===== src/rtl/visor_bp_if.sv =====
// Visor breakpoint unit bus: visor configuration, target fetch path and
// target control outputs grouped so the unit has a single port bundle.
interface visor_bp_if;
   logic [15:0] bp_wr_data;
   logic [1:0]  bp_wr_sel;
   logic        bp_we;
   logic [2:0]  bus_ctrl;
   logic [2:0]  tg_force;
   logic        tg_fetch;
   logic [15:0] tg_code_addr;
   logic [15:0] tg_rom_data;
   logic [15:0] tg_code_in;
   logic [15:0] tg_code_out;
   logic        tg_reset_out;
   logic        tg_hold;
   logic        tg_load_exr;
   logic        tg_exec;
   logic [3:0]  bp_status;
   logic [15:0] exr_shadow;

   modport master (
      output bp_wr_data, bp_wr_sel, bp_we, bus_ctrl, tg_force,
             tg_fetch, tg_code_addr, tg_rom_data, tg_code_in,
      input  tg_code_out, tg_reset_out, tg_hold, tg_load_exr, tg_exec,
             bp_status, exr_shadow
   );

   modport slave (
      input  bp_wr_data, bp_wr_sel, bp_we, bus_ctrl, tg_force,
             tg_fetch, tg_code_addr, tg_rom_data, tg_code_in,
      output tg_code_out, tg_reset_out, tg_hold, tg_load_exr, tg_exec,
             bp_status, exr_shadow
   );
endinterface


===== src/rtl/visor_bp_unit.sv =====
// Visor breakpoint unit: four address breakpoint slots watching the target
// fetch stream, stalling the target on a hit and capturing the ROM word
// that would have executed. Also muxes the code bus and generates single
// cycle load/execute pulses from the visor force levels.
module visor_bp_unit #(
   parameter logic [15:0] BP_DISABLE = 16'hFFFF,
   parameter int          NUM_BP     = 4
) (
   input logic       clk,
   input logic       reset,
   visor_bp_if.slave bus
);

   logic [15:0]       bp_addr [NUM_BP];
   logic [NUM_BP-1:0] pass;
   logic [NUM_BP-1:0] status;
   logic [NUM_BP-1:0] match;
   logic [NUM_BP-1:0] wr_hit;
   logic [NUM_BP-1:0] hit_set;
   logic [15:0]       exr_q;
   logic              rst_out_q;
   logic              load_q;
   logic              exec_q;
   logic              armed;
   logic [2:1]        force_hist;
   logic              unused_bits;

   assign unused_bits = bus.bus_ctrl[0];

   // Slot compare; a write to a slot in the same cycle masks its hit.
   always_comb begin
      wr_hit = '0;
      match  = '0;
      for (int i = 0; i < NUM_BP; i++) begin
         wr_hit[i] = bus.bp_we && (bus.bp_wr_sel == 2'(i));
         match[i]  = bus.tg_fetch && (bp_addr[i] == bus.tg_code_addr) &&
                     (bp_addr[i] != BP_DISABLE) && !pass[i] && !rst_out_q;
      end
      hit_set = match & ~wr_hit;
   end

   assign bus.tg_code_out  = bus.bus_ctrl[2] ? bus.tg_code_in : bus.tg_rom_data;
   // Hold goes high in the match cycle itself so the breakpoint word never executes.
   assign bus.tg_hold      = (|status) | bus.tg_force[0] | (|hit_set);
   assign bus.tg_reset_out = rst_out_q;
   assign bus.tg_load_exr  = load_q;
   assign bus.tg_exec      = exec_q;
   assign bus.bp_status    = status;
   assign bus.exr_shadow   = exr_q;

   // Slot registers: address, hit flag and pass-once flag per slot.
   always_ff @(posedge clk or posedge reset) begin
      if (reset) begin
         for (int i = 0; i < NUM_BP; i++) bp_addr[i] <= BP_DISABLE;
         pass   <= '0;
         status <= '0;
      end else begin
         for (int i = 0; i < NUM_BP; i++) begin
            if (wr_hit[i]) begin
               bp_addr[i] <= bus.bp_wr_data;
               status[i]  <= 1'b0;
               // Re-arming a slot that just hit lets the target step past it once.
               pass[i]    <= status[i];
            end else begin
               if (rst_out_q)       status[i] <= 1'b0;
               else if (hit_set[i]) status[i] <= 1'b1;
               if (bus.tg_fetch && (bus.tg_code_addr != bp_addr[i])) pass[i] <= 1'b0;
            end
         end
      end
   end

   // Shadow of the ROM word at the first hit; frozen while any slot is hit.
   always_ff @(posedge clk or posedge reset) begin
      if (reset)                          exr_q <= '0;
      else if ((|hit_set) && !(|status))  exr_q <= bus.tg_rom_data;
   end

   // Target reset follower and rising-edge pulses from the force levels.
   // armed suppresses pulses on the first edge after reset so levels that
   // were already high during reset do not fire.
   always_ff @(posedge clk or posedge reset) begin
      if (reset) begin
         rst_out_q  <= 1'b1;
         load_q     <= 1'b0;
         exec_q     <= 1'b0;
         armed      <= 1'b0;
         force_hist <= '0;
      end else begin
         rst_out_q  <= bus.bus_ctrl[1];
         armed      <= 1'b1;
         force_hist <= bus.tg_force[2:1];
         load_q     <= armed && bus.tg_force[1] && !force_hist[1];
         exec_q     <= armed && bus.tg_force[2] && !force_hist[2];
      end
   end

endmodule


===== src/flat_wrapper.sv =====
// flat-port wrapper written by rule: the top's interface ports become plain ports
module visor_bp_unit_flat 
#(
   parameter logic [15:0] BP_DISABLE = 16'hFFFF,
   parameter int          NUM_BP     = 4
)
  (clk, reset, bus_bp_wr_data, bus_bp_wr_sel, bus_bp_we, bus_bus_ctrl, bus_tg_force, bus_tg_fetch, bus_tg_code_addr, bus_tg_rom_data, bus_tg_code_in, bus_tg_code_out, bus_tg_reset_out, bus_tg_hold, bus_tg_load_exr, bus_tg_exec, bus_bp_status, bus_exr_shadow);
  visor_bp_if bus_i ();
  input logic clk;
  input logic reset;
  input wire logic [$bits(bus_i.bp_wr_data)-1:0] bus_bp_wr_data;
  input wire logic [$bits(bus_i.bp_wr_sel)-1:0] bus_bp_wr_sel;
  input wire logic [$bits(bus_i.bp_we)-1:0] bus_bp_we;
  input wire logic [$bits(bus_i.bus_ctrl)-1:0] bus_bus_ctrl;
  input wire logic [$bits(bus_i.tg_force)-1:0] bus_tg_force;
  input wire logic [$bits(bus_i.tg_fetch)-1:0] bus_tg_fetch;
  input wire logic [$bits(bus_i.tg_code_addr)-1:0] bus_tg_code_addr;
  input wire logic [$bits(bus_i.tg_rom_data)-1:0] bus_tg_rom_data;
  input wire logic [$bits(bus_i.tg_code_in)-1:0] bus_tg_code_in;
  output wire logic [$bits(bus_i.tg_code_out)-1:0] bus_tg_code_out;
  output wire logic [$bits(bus_i.tg_reset_out)-1:0] bus_tg_reset_out;
  output wire logic [$bits(bus_i.tg_hold)-1:0] bus_tg_hold;
  output wire logic [$bits(bus_i.tg_load_exr)-1:0] bus_tg_load_exr;
  output wire logic [$bits(bus_i.tg_exec)-1:0] bus_tg_exec;
  output wire logic [$bits(bus_i.bp_status)-1:0] bus_bp_status;
  output wire logic [$bits(bus_i.exr_shadow)-1:0] bus_exr_shadow;
  assign bus_i.bp_wr_data = bus_bp_wr_data;
  assign bus_i.bp_wr_sel = bus_bp_wr_sel;
  assign bus_i.bp_we = bus_bp_we;
  assign bus_i.bus_ctrl = bus_bus_ctrl;
  assign bus_i.tg_force = bus_tg_force;
  assign bus_i.tg_fetch = bus_tg_fetch;
  assign bus_i.tg_code_addr = bus_tg_code_addr;
  assign bus_i.tg_rom_data = bus_tg_rom_data;
  assign bus_i.tg_code_in = bus_tg_code_in;
  assign bus_tg_code_out = bus_i.tg_code_out;
  assign bus_tg_reset_out = bus_i.tg_reset_out;
  assign bus_tg_hold = bus_i.tg_hold;
  assign bus_tg_load_exr = bus_i.tg_load_exr;
  assign bus_tg_exec = bus_i.tg_exec;
  assign bus_bp_status = bus_i.bp_status;
  assign bus_exr_shadow = bus_i.exr_shadow;
  visor_bp_unit #(.BP_DISABLE(BP_DISABLE), .NUM_BP(NUM_BP)) u_core (.clk(clk), .reset(reset), .bus(bus_i));
endmodule

===== config.mk =====
export PLATFORM = sky130hd
export DESIGN_NAME = visor_bp_unit_flat
export DESIGN_NICKNAME = d
export VERILOG_FILES = /design/src/rtl/visor_bp_if.sv /design/src/rtl/visor_bp_unit.sv /design/src/flat_wrapper.sv
export SDC_FILE = /design/constraint.sdc
export NUM_CORES = 1
export LEC_CHECK = 0
export CAP_MARGIN = 20
export CORE_UTILIZATION = 35
export CTS_CLUSTER_SIZE = 8
export DETAILED_ROUTE_END_ITERATION = 12
export SLEW_MARGIN = 20
export SYNTH_ARGS = -nofsm -noshare
export SYNTH_HDL_FRONTEND = slang
export SYNTH_SLANG_ARGS = --single-unit

===== constraint.sdc =====
create_clock -name clk -period 7.45 [get_ports clk]
set_input_delay 1.49 -clock clk [delete_from_list [all_inputs] [get_ports clk]]
set_output_delay 1.49 -clock clk [all_outputs]
set_load 0.03 [all_outputs]

* Word-level counts from Yosys, hierarchy flattened *
Index checks and enable logic that the tools add are counted.

storage, ports and cells
  bits in registers = 94
  bits in latches = 0
  bits in writable memories = 0
  memory bits (read-only) = 0
  input port bits = 76
  output and inout bits = 40
  word-level logic and storage cells = 106
  memories kept = 0

operators by class
  add/sub/neg operators = 0
  multiply operators = 0
  divide/modulo/power cells = 0
  order comparisons = 0
  equality and inequality tests = 15
  shift operators = 0
  muxes and demuxes = 21
  bitwise gates (word level) = 4
  reduce and logical (&&, ||, !) cells = 48

operators with widths
  operator                                                          count
  16-bit == test                                                    4
  16-bit inequality test                                            4
  16-bit inequality test (second input constant)                    4
  1-bit logical AND                                                 29
  1-bit two-way mux                                                 20
  16-bit two-way mux                                                1
  3-bit nonzero test                                                4
  1-bit zero test                                                   8
  2-bit nonzero test                                                4
  4-bit OR reduction                                                2
  4-bit bitwise AND                                                 1
  2-bit == test (second input constant)                             2
  4-bit NOT                                                         1
  2-bit by 1-bit == test with 1-bit output (second input constant)  1
  2-bit zero test                                                   1
  1-bit bitwise OR                                                  2

* Logic depth before layout (Yosys ltp) *
Gate-level depths: netlist of the first run.

  depth after elaboration = 9
  depth in mapped cells = 9
  mapped depth without buffers = 6

* Least setup slack after synthesis of the first run *
Ideal clock, no wire load.

  path kind = input to output
  start = input bus_bp_wr_sel[1]
  end = output bus_tg_hold
  arrival time = 2.736 ns
  setup slack = 3.224 ns
  stages on the path = 6
  cell sequence = nor3b_1 buf_1 nor2_1 nand4_1 nand4_1 or3_1

between the ends
  longest elaborated chain between the ends = 6

ends and longest elaborated chain
  element                                                           RTL line             source
  start: declaration                                                flat_wrapper.sv:12   input wire logic [$bits(bus_i.bp_wr_sel)-1:0] bus_bp_wr_sel;
  2-bit by 1-bit == test with 1-bit output (tied with other cells)  visor_bp_unit.sv:35  wr_hit[i] = bus.bp_we && (bus.bp_wr_sel == 2'(i));
  1-bit logical AND                                                 visor_bp_unit.sv:35
  4-bit NOT (*)                                                     visor_bp_unit.sv:39  hit_set = match & ~wr_hit;
  4-bit bitwise AND (*)                                             visor_bp_unit.sv:39
  4-bit OR reduction (*)                                            visor_bp_unit.sv:44  assign bus.tg_hold = (|status) | bus.tg_force[0] | (|hit_set);
  1-bit bitwise OR (*)                                              visor_bp_unit.sv:44
  end: declaration                                                  flat_wrapper.sv:22   output wire logic [$bits(bus_i.tg_hold)-1:0] bus_tg_hold;

Mark *: on every way between the ends. The rest lies on a longest branch, timed or not.

* Worst setup path after layout of the first run *
  start = input bus_tg_code_addr[12]
  end = output bus_tg_hold

between the ends
  longest elaborated chain between the ends = 8

ends and longest elaborated chain
  element                          RTL line             source
  start: declaration               flat_wrapper.sv:17   input wire logic [$bits(bus_i.tg_code_addr)-1:0] bus_tg_code_addr;
  16-bit == test                   visor_bp_unit.sv:36  match[i] = bus.tg_fetch && (bp_addr[i] == bus.tg_code_addr) &&
  1-bit logical AND (2 in series)  visor_bp_unit.sv:36
  1-bit logical AND (2 in series)  visor_bp_unit.sv:37  (bp_addr[i] != BP_DISABLE) && !pass[i] && !rst_out_q;
  4-bit bitwise AND (*)            visor_bp_unit.sv:39
  4-bit OR reduction (*)           visor_bp_unit.sv:44
  1-bit bitwise OR (*)             visor_bp_unit.sv:44

Marked as above.

==> impl_results.md, run 1 <==
* Post-CTS Setup Bufs at 0
* Final Hold Fails at 0
* Longest Clk Path Bufs at 2
* Async set-or-reset flop fraction in the synthesized netlist at 100%
* Via density per instance at between 4 and 5
* Critical R2R Capture: u_core.bus.exr_shadow[11]$_DFFE_PP0P_
* Synth Flop Type: dfstp_2
* Reg2Reg Setup Slack at between 4 and 5 ns
* PostCTS Resize Cnt at 0
* Hold Buf Count CTS at 0
* Endpoints failing setup at 0
* Die Y at ~120 µm
* Post-synth EDFFs at 0
* Synth top area share at a little over a third
* GP Congestion at about 0.85
* Total CTS buffers at 9
* First drt pass iteration count at 4
* Synthesized instance count at approximately 370
* Final #Nets at between 500 and 600
* Layout cells sized above 1 at approximately two fifths
* Clock transition at path regs at 0.06 ns
* Flops & latches, synth at between 90 and 100
* Area leader, netlist: dfstp_2
* CP arrival at 4.16 ns
* RSZ-0062 raised after global routing: no
* WHS Path Cells at 1
* Avg Inst Size Synth at approximately 13 µm²
* Tightest hold margin at about 0.40 ns
* Critical path class: input pin to output port
* Dpl hpwl at 9230 µm
* Iter 0 DRT Violations at roughly 140
* Mapped Nets at between 400 and 500
* Post-Synth XOR/XNOR Area at between 10% and 20%
* Initial Util at between 30% and 40%
* PD cells at between 200 and 250 mW/mm²
* Row count at 42
* Slew Limit Headroom at a little over a third
* Root Driver: clkbuf_16
* GRT Overall Usage at a little under a fifth
* First-pass GRT wire length at approximately 19000 µm
* Num Clock Sinks at 94
* Ports at between 100 and 150
* R2R cell count at 5
* Largest net degree at the start of global routing at between 60 and 70
* Final Skew at 0.00720 ns
* Max_cap viols at 0
* Largest cells by area after synthesis: dfstp_2 36%, mux2_2 20%, dfrtp_1 15%
* Synth top cells by count: 86 x mux2_2, 65 x dfstp_2, 64 x xnor2_1
* Status: finished clean
* FF-to-FF Start: u_core.bp_addr[15]$_DFFE_PP1P_
* Diodes inserted at 0
* Cell area after synthesis at about 0.0048 mm²
* Sequential area share after synthesis at 50.7%
* Setup crit end kind: output port
* Synthesis warning total at 0
* Max Freq at 177 MHz
* Critical path required time at just under 6 ns
* CTS tree: yes
* Synth Area in Compound Gates at ~1.2%
* Proportion of synthesized area in mux cells at between 20% and 30%
* Clk_lat worst skew at 0.35 ns
* Hold Crit Start: u_core.force_hist[1]$_DFF_PP0_
* Wirelength per Cell at between 15 and 20 µm
* Synth Area in Adders at 0%
* Die area at 0.0142 mm²
* Worst-Margin Slew at around 0.95 ns
* Routed Antenna Nets at 0
* Vias after detailed routing at between 3k and 4k
* Hold Crit Class: flop to flop
* Setup_tns at 0 ns
* IO Port Bufs at about 110
* Chip Width at between 100 and 150 µm
* Main combinational cell family by area after synthesis: multiplexers
* Max Slew Vio Count at 0
* Period utilization at between 70% and 80%
* Core area at between 0.01 and 0.015 mm²
* Vias in the first global route at roughly 3.5k
* Startpoint Class: input pin
* Most numerous cell in the Yosys netlist: mux2_2
* Final WL at about 12000 µm
* Maximum vdd drop at ~0.13 mV
* # fillers at 1179
* Hold Path Sink: u_core.bus.tg_load_exr$_DFF_PP0_
* Leak Pwr at 0.00241 µW
* Library cells used by synthesis at 26
* Overflow after GRT at 0
* Crit path max fanout at 4
* Minimum clock period at about 5.7 ns
* H-tree levels at 3
* Syn-to-layout area delta at 32.1%
* Initial antenna violation count at 0
* Simple-Gate Fraction of Synth Area at under 10%
* DRC at 0
## sequential cells by signal (all words and copies together), names as in the netlist
signal / cells
u_core.armed: 1
u_core.bp_addr: 64
u_core.bus.bp_status: 4
u_core.bus.exr_shadow: 16
u_core.bus.tg_exec: 1
u_core.bus.tg_load_exr: 1
u_core.bus.tg_reset_out: 1
u_core.force_hist: 2
u_core.pass: 4
## cells in the final DEF (no fill, tap or decap), types with 2 or more instances in the layout
master           instances
buf_4                    5
bufinv_16                2
clkbuf_1                 2
clkbuf_16                9
clkdlybuf4s50_1        114
clkinv_2                 3
dfrtp_1                 29
dfstp_2                 65
inv_1                    4
mux2_2                  86
mux2_4                  10
nand2_1                  8
nand3b_1                 5
nand4_1                 37
nor2_1                   7
nor4_2                   3
o211ai_1                 3
o21ai_0                  5
or4_1                    5
xnor2_1                 64
## critical path, stage by stage
cell	delay, ns
clkdlybuf4s50_1	0.65
xnor2_1	0.17
nand4_1	0.12
nor4_1	0.57
nand4_1	0.26
nand4_1	0.14
or3_1	0.11
clkdlybuf4s50_1	0.65
## per-stage QoR
step	cells	util (%)	cell area, µm²	power, µW	setup WS [ns]
floorplan	367	-	4800	879	3.22
global placement	634	45.4	6030	992	1.87
detailed placement	634	45.4	6030	997	1.89
CTS	650	47.7	6350	1500	1.87
global route	650	47.7	6350	1540	1.61
finish	650	47.7	6350	1480	1.80
## power breakdown
part | switching [µW] | leakage, µW | internal (µW)
logic | 115 | 0.00118 | 166
clock network | 190 | 0.000157 | 302
registers | 76.5 | 0.00108 | 631
total | 382 | 0.00241 | 1100
## layer usage
layer / GRT usage, % / up-vias / wire length, µm
met5: 0 / - / 0
met4: 8.07 / 0 / 251
met3: 3.54 / 15 / 563
met2: 29.7 / 81 / 5870
met1: 23.5 / 1628 / 5390
li1: - / 1500 / -
## cells by family after synthesis
| group | count (synthesis) |
|---|---|
| compound gates | 9 |
| xor+xnor | 64 |
| buf+inv | 33 |
| flops | 94 |
| mux | 96 |
| other cells | 1 |
| simple gates | 70 |
## final cells by class
class	count	area, µm²	area share [%]
Sequential cell	94	2430	38.3
Multi-Input combinational cell	240	2180	34.3
Timing Repair Buffer	119	1180	18.6
Clock buffer	12	246	3.88
Tap cell	176	220	3.47
Clock inverter	4	70.1	1.10
Inverter	5	20.0	0.315
## worst max path at each step
| stage | from | cells past startpoint | end | slack [ns] |
|---|---|---|---|---|
| global placement | bus_tg_code_addr[3] | 8 | bus_tg_hold | 1.87 |
| detailed placement | bus_tg_code_addr[3] | 8 | bus_tg_hold | 1.89 |
| global route | bus_tg_code_addr[5] | 8 | bus_tg_hold | 1.61 |
| floorplan | bus_bp_wr_sel[1] | 6 | bus_tg_hold | 3.22 |
| finish | bus_tg_code_addr[12] | 8 | bus_tg_hold | 1.80 |
| CTS | bus_tg_code_addr[3] | 8 | bus_tg_hold | 1.87 |
Power figures use the tool's default switching activity.
==> run 2, diff against run 1 <==
==> constraint.sdc (replaced) <==
create_clock -name clk -period 5.8 [get_ports clk]
set_input_delay 1.16 -clock clk [delete_from_list [all_inputs] [get_ports clk]]
set_output_delay 1.16 -clock clk [all_outputs]
set_load 0.03 [all_outputs]
==> impl_results.md, run 2 (same netlist as run 1, synthesis figures left out) <==
* Status: finished clean
* Critical path required time at ~4.6 ns
* Vias in the first global route at roughly 3.5k
* GP Congestion at just under 0.9
* CP dominant cell by count: nand4_1
* WP buf/inv at 2
* Syn-to-layout area delta at 32.2%
* Final Hold Fails at 0
* Hold Buf Count CTS at 0
* Slowest CP cell: clkdlybuf4s50_1
* Most frequent cells in the layout: 114 x clkdlybuf4s50_1, 86 x mux2_2, 65 x dfstp_2, 64 x xnor2_1, 37 x nand4_1
* Iter 0 DRT Violations at 140
* PD cells at roughly 300 mW/mm²
* Post-CTS Setup Bufs at 0
* Via density per instance at about 5.0
* First drt pass iteration count at 4
* First-pass GRT wire length at ~19000 µm
* Dpl hpwl at about 9300 µm
* Die Y at 119 µm
* Post-layout util at between 40% and 50%
* PostCTS Resize Cnt at 0
* Maximum vdd drop at ~0.13 mV
* Setup crit end kind: output port
* Total power at 1890 µW
* DRC at 0
* Total CTS buffers at 9
* Core area at ~0.013 mm²
* Minimum clock period at about 5 ns
* Crit path max fanout at 4
* DP Worst Slack at approximately 0.85 ns
* Delay-heaviest family, CP: buffers and inverters
* Setup_tns at 0 ns
* Max_cap viols at 0
* Hold Crit Class: flop to flop
* CP max stage delay at ~0.66 ns
* Longest Clk Path Bufs at 2
* Most common cell after layout, fill and taps aside: clkdlybuf4s50_1
* Final #Nets at about 550
* Die area at about 0.014 mm²
* Wirelength per Cell at about 19 µm
* Final Worst Setup Slack at about 0.78 ns
* Startpoint Class: input pin
* Storage element area at roughly 0.0024 mm²
* Initial antenna violation count at 0
* RSZ-0062 raised after global routing: no
* Cell Chain, Critical Path: clkdlybuf4s50_1 -> xnor2_1 -> nand4_1 -> nor4_1 -> nand4_1 -> nand4_1 -> or3_1 -> clkdlybuf4s50_1
* Largest net degree at the start of global routing at 60
* CTS tree: yes
* Max Freq at 199 MHz
* Num Clock Sinks at 94
* Max reg flops at 64
* Routed Antenna Nets at 0
* Period utilization at roughly 87%
* Highest Signal Layer: met4
* Final WL at between 10000 and 15000 µm
* Leak Pwr at 0.00242 µW
* Max Slew Vio Count at 0
* Root Driver: clkbuf_16
* Area of the multi-input gates at between 0.002 and 0.0025 mm²
* Endpoints failing setup at 0
* Critical path class: input pin to output port
* Slew Limit Headroom at between 30% and 40%
* Clk_lat worst skew at 0.35 ns
* GRT Overall Usage at 18.4%
* H-tree levels at 3
* WL met2 at between 5000 and 6000 µm
* CP arrival at about 3.9 ns
* # fillers at around 1.2k
* Post-Route M1 WL at between 5000 and 6000 µm
* Largest reg by FF count: u_core.bp_addr
* Layout cells sized above 1 at between 30% and 40%
* Vias after detailed routing at around 3.3k
* Chip Width at ~120 µm
* Initial Util at a little over a third
* IO Port Bufs at between 100 and 150
* Ports at roughly 120
* Routed wl met3 at roughly 450 µm
* Worst-Margin Slew at ~0.91 ns
* Diodes inserted at 0
* Row count at 42
* Clock transition at path regs at ~0.06 ns
* Reg2Reg Setup Slack at between 2 and 3 ns
* Final Skew at roughly 0.0074 ns
* Overflow after GRT at 0
## run 2: cell count changes in the layout (fill, tap and decap cells not counted)
cell and change:
clkbuf_1 -2, inv_6 +1, bufinv_16 -1, clkbuf_16 +1
inv_4 +1
## run 2: report_power, final
part	internal [µW]	total, µW	switching (µW)
sequential	810	911	101
combinational	214	363	149
clock	371	618	247
total	1400	1890	498
## run 2: worst register-to-register path: stages, from the launching register on
cell and delay, ns:
dfstp_2 0.55, nand4_1 0.18, or4_1 0.60, nand4_1 0.18, a41o_1 0.81, mux2_2 0.42
## run 2: routing by layer
layer  track usage [%]  up-vias
li1                  -     1503
met1              24.2     1662
met2              28.6       73
met3              4.74       20
met4              7.36        0
met5                 0        -
## run 2: final timing paths
path	cells past startpoint	startpoint	end
max	8	bus_tg_code_addr[10]	bus_tg_hold
min	1	u_core.force_hist[2]$_DFF_PP0_	u_core.bus.tg_exec$_DFF_PP0_
max reg2reg	5	u_core.bp_addr[15]$_DFFE_PP1P_	u_core.bus.exr_shadow[8]$_DFFE_PP0P_
min reg2reg	1	u_core.force_hist[2]$_DFF_PP0_	u_core.bus.tg_exec$_DFF_PP0_
max in group asynchronous	3	reset	u_core.bp_addr[50]$_DFFE_PP1P_
min in group asynchronous	2	reset	u_core.bus.exr_shadow[2]$_DFFE_PP0P_
## run 2: cell type report
type                            count  share of cell area [%]
Inverter                            5                   0.335
Tap cell                          176                    3.47
Multi-Input combinational cell    240                    34.3
Sequential cell                    94                    38.3
Clock inverter                      5                   0.847
Clock buffer                       11                    4.16
Timing Repair Buffer              119                    18.6
## run 2: metrics by stage
| step | cell area, µm² | hold WS (ns) | instances |
|---|---|---|---|
| 6_report | 6350 | 0.391 | 650 |
| 5_1_grt | 6350 | 0.413 | 650 |
| 4_1_cts | 6350 | 0.392 | 650 |
| 3_5_place_dp | 6030 | 0.384 | 634 |
| 3_3_place_gp | 6030 | 0.384 | 634 |
| 2_1_floorplan | 4800 | 0.377 | 367 |
==> run 3, diff against run 2 <==
--- a/config.mk
+++ b/config.mk
@@ -6,7 +6,7 @@
 export NUM_CORES = 1
 export LEC_CHECK = 0
 export CAP_MARGIN = 20
-export CORE_UTILIZATION = 35
+export CORE_UTILIZATION = 25
 export CTS_CLUSTER_SIZE = 8
 export DETAILED_ROUTE_END_ITERATION = 12
 export SLEW_MARGIN = 20
==> constraint.sdc (replaced) <==
create_clock -name clk -period 5.3 [get_ports clk]
set_input_delay 1.06 -clock clk [delete_from_list [all_inputs] [get_ports clk]]
set_output_delay 1.06 -clock clk [all_outputs]
set_load 0.03 [all_outputs]
==> impl_results.md, run 3 (same netlist as run 1, synthesis figures left out) <==
* Status: finished clean
* Dpl hpwl at 9820 µm
* Leak Pwr at about 0.0024 µW
* Hold Buf Count CTS at 0
* Syn-to-layout area delta at 32.9%
* Sw Ratio at approximately 27%
* Layout cells sized above 1 at between 30 and 40%
* First-pass GRT wire length at between 15000 and 20000 µm
* Most frequent cells in the layout: 114 x clkdlybuf4s50_1, 86 x mux2_2, 65 x dfstp_2, 64 x xnor2_1, 37 x nand4_1
* Diodes inserted at 0
* Pint at approximately 1500 µW
* Largest net degree at the start of global routing at 64
* Psw at approximately 550 µW
* Final #Nets at 545
* Die Y at between 100 and 150 µm
* Minimum clock period at 4.74 ns
* Design area at approximately 0.0064 mm²
* DRC at 0
* Initial antenna violation count at 0
* Most common cell after layout, fill and taps aside: clkdlybuf4s50_1
* Final Skew at ~0.0045 ns
* Setup crit end kind: output port
* Root Driver: clkbuf_16
* Endpoints failing setup at 0
* Placed Area at approximately 0.0061 mm²
* Routed Antenna Nets at 0
* First drt pass iteration count at 4
* Wirelength per Cell at 18.0 µm
* Critical path required time at ~4.2 ns
* Largest reg by FF count: u_core.bp_addr
* FF-to-FF Start: u_core.bp_addr[10]$_DFFE_PP1P_
* Post-CTS Setup Bufs at 0
* Overflow after GRT at 0
* Worst-Margin Slew at around 0.93 ns
* Final WL at about 13000 µm
* GRT Overall Usage at a little over an eighth
* Reg2Reg Setup Slack at 2.40 ns
* Via density per instance at roughly 4.6
* Worst Setup SP: bus_tg_code_addr[10]
* Die area at 0.0198 mm²
* Iter 0 DRT Violations at 90
* Period utilization at approximately 90%
* Num Clock Sinks at 94
* Initial Util at between 20% and 30%
* Clk_lat worst skew at ~0.35 ns
* Setup_tns at 0 ns
* Crit path max fanout at 4
* Vias after detailed routing at roughly 3.3k
* Vias in the first global route at between 3k and 4k
* Longest Clk Path Bufs at 2
* Max Slew Vio Count at 0
* Total CTS buffers at 9
* Critical R2R Capture: u_core.bus.exr_shadow[15]$_DFFE_PP0P_
* CTS tree: yes
* Startpoint Class: input pin
* Crit path capture: bus_tg_hold
* Reg power frac at 49.6%
* Final Hold Fails at 0
* PostCTS Resize Cnt at 0
* CP arrival at between 3 and 4 ns
* PD cells at 314 mW/mm²
* Max Freq at approximately 210 MHz
* Logic pwr share at between 10% and 20%
* Ports at 116
* GP Congestion at about 0.86
* Max_cap viols at 0
* Core area at roughly 0.019 mm²
* IO Port Bufs at about 110
* Clk pwr share at 30.5%
* Row count at 50
* Maximum vdd drop at 0.171 mV
* Chip Width at about 140 µm
* Slew Limit Headroom at 37.9%
* Critical path class: input pin to output port
* R2R cell count at 5
* H-tree levels at 3
* Hold Crit Class: flop to flop
* Clock transition at path regs at ~0.07 ns
* Max reg flops at 64
* RSZ-0062 raised after global routing: no
==> run 3: through the flow <==
step / power [µW] / setup WS, ns / utilization, % / hold slack (ns) / std cells
2_1_floorplan: 1240 / 1.90 / - / 0.377 / 367
3_3_place_gp: 1390 / 0.541 / 32.5 / 0.387 / 692
3_5_place_dp: 1400 / 0.534 / 32.5 / 0.395 / 692
4_1_cts: 2030 / 0.514 / 34.0 / 0.404 / 708
5_1_grt: 2110 / 0.344 / 34.0 / 0.419 / 708
6_report: 2000 / 0.564 / 34.0 / 0.401 / 708
==> run 3: per-layer routing <==
layer  global-route usage (%)  share of wire [%]  vias to the layer above  routed length (µm)
met5                        0                  0                        -                   0
met4                     4.86                1.6                        0                 210
met3                     2.92                5.6                       15                 714
met2                     22.0                 48                       96                6160
met1                     17.8                 45                     1648                5690
li1                         -                  -                     1515                   -
==> run 3: area by class of cell <==
type                    count  area, µm²
clock buffers              10        239
clock inverters             6       42.5
fillers                  1863      12400
inverters                   5       21.3
multi-input cells         240       2180
flip-flops and latches     94       2430
well taps                 234        293
repair buffers            119       1180
==> run 3: worst min path at each step <==
stage	cells past startpoint	to	start	slack [ns]
final	1	u_core.bus.tg_exec$_DFF_PP0_	u_core.force_hist[2]$_DFF_PP0_	0.40
after global routing	1	u_core.bus.tg_exec$_DFF_PP0_	u_core.force_hist[2]$_DFF_PP0_	0.42
after CTS	1	u_core.bus.tg_exec$_DFF_PP0_	u_core.force_hist[2]$_DFF_PP0_	0.40
after detailed placement	1	u_core.bus.tg_exec$_DFF_PP0_	u_core.force_hist[2]$_DFF_PP0_	0.39
after global placement	1	u_core.bus.tg_exec$_DFF_PP0_	u_core.force_hist[2]$_DFF_PP0_	0.39
after floorplan	1	u_core.bus.tg_load_exr$_DFF_PP0_	u_core.force_hist[1]$_DFF_PP0_	0.38
==> run 3: power by group through the flow <==
| stage | registers [µW] | logic [µW] | clock network (µW) |
|---|---|---|---|
| after floorplan | 963 | 272 | 0 |
| after global placement | 1000 | 393 | 0 |
| after detailed placement | 1000 | 400 | 0 |
| after CTS | 993 | 403 | 639 |
| after global routing | 1010 | 431 | 674 |
| final | 994 | 398 | 611 |
==> run 3: critical path, cell delays in order <==
cell	delay (ns)
clkdlybuf4s50_1	0.61
xnor2_1	0.17
nand4_1	0.14
nor4_1	0.52
nand4_1	0.25
nand4_1	0.14
or3_1	0.12
clkdlybuf4s50_1	0.66
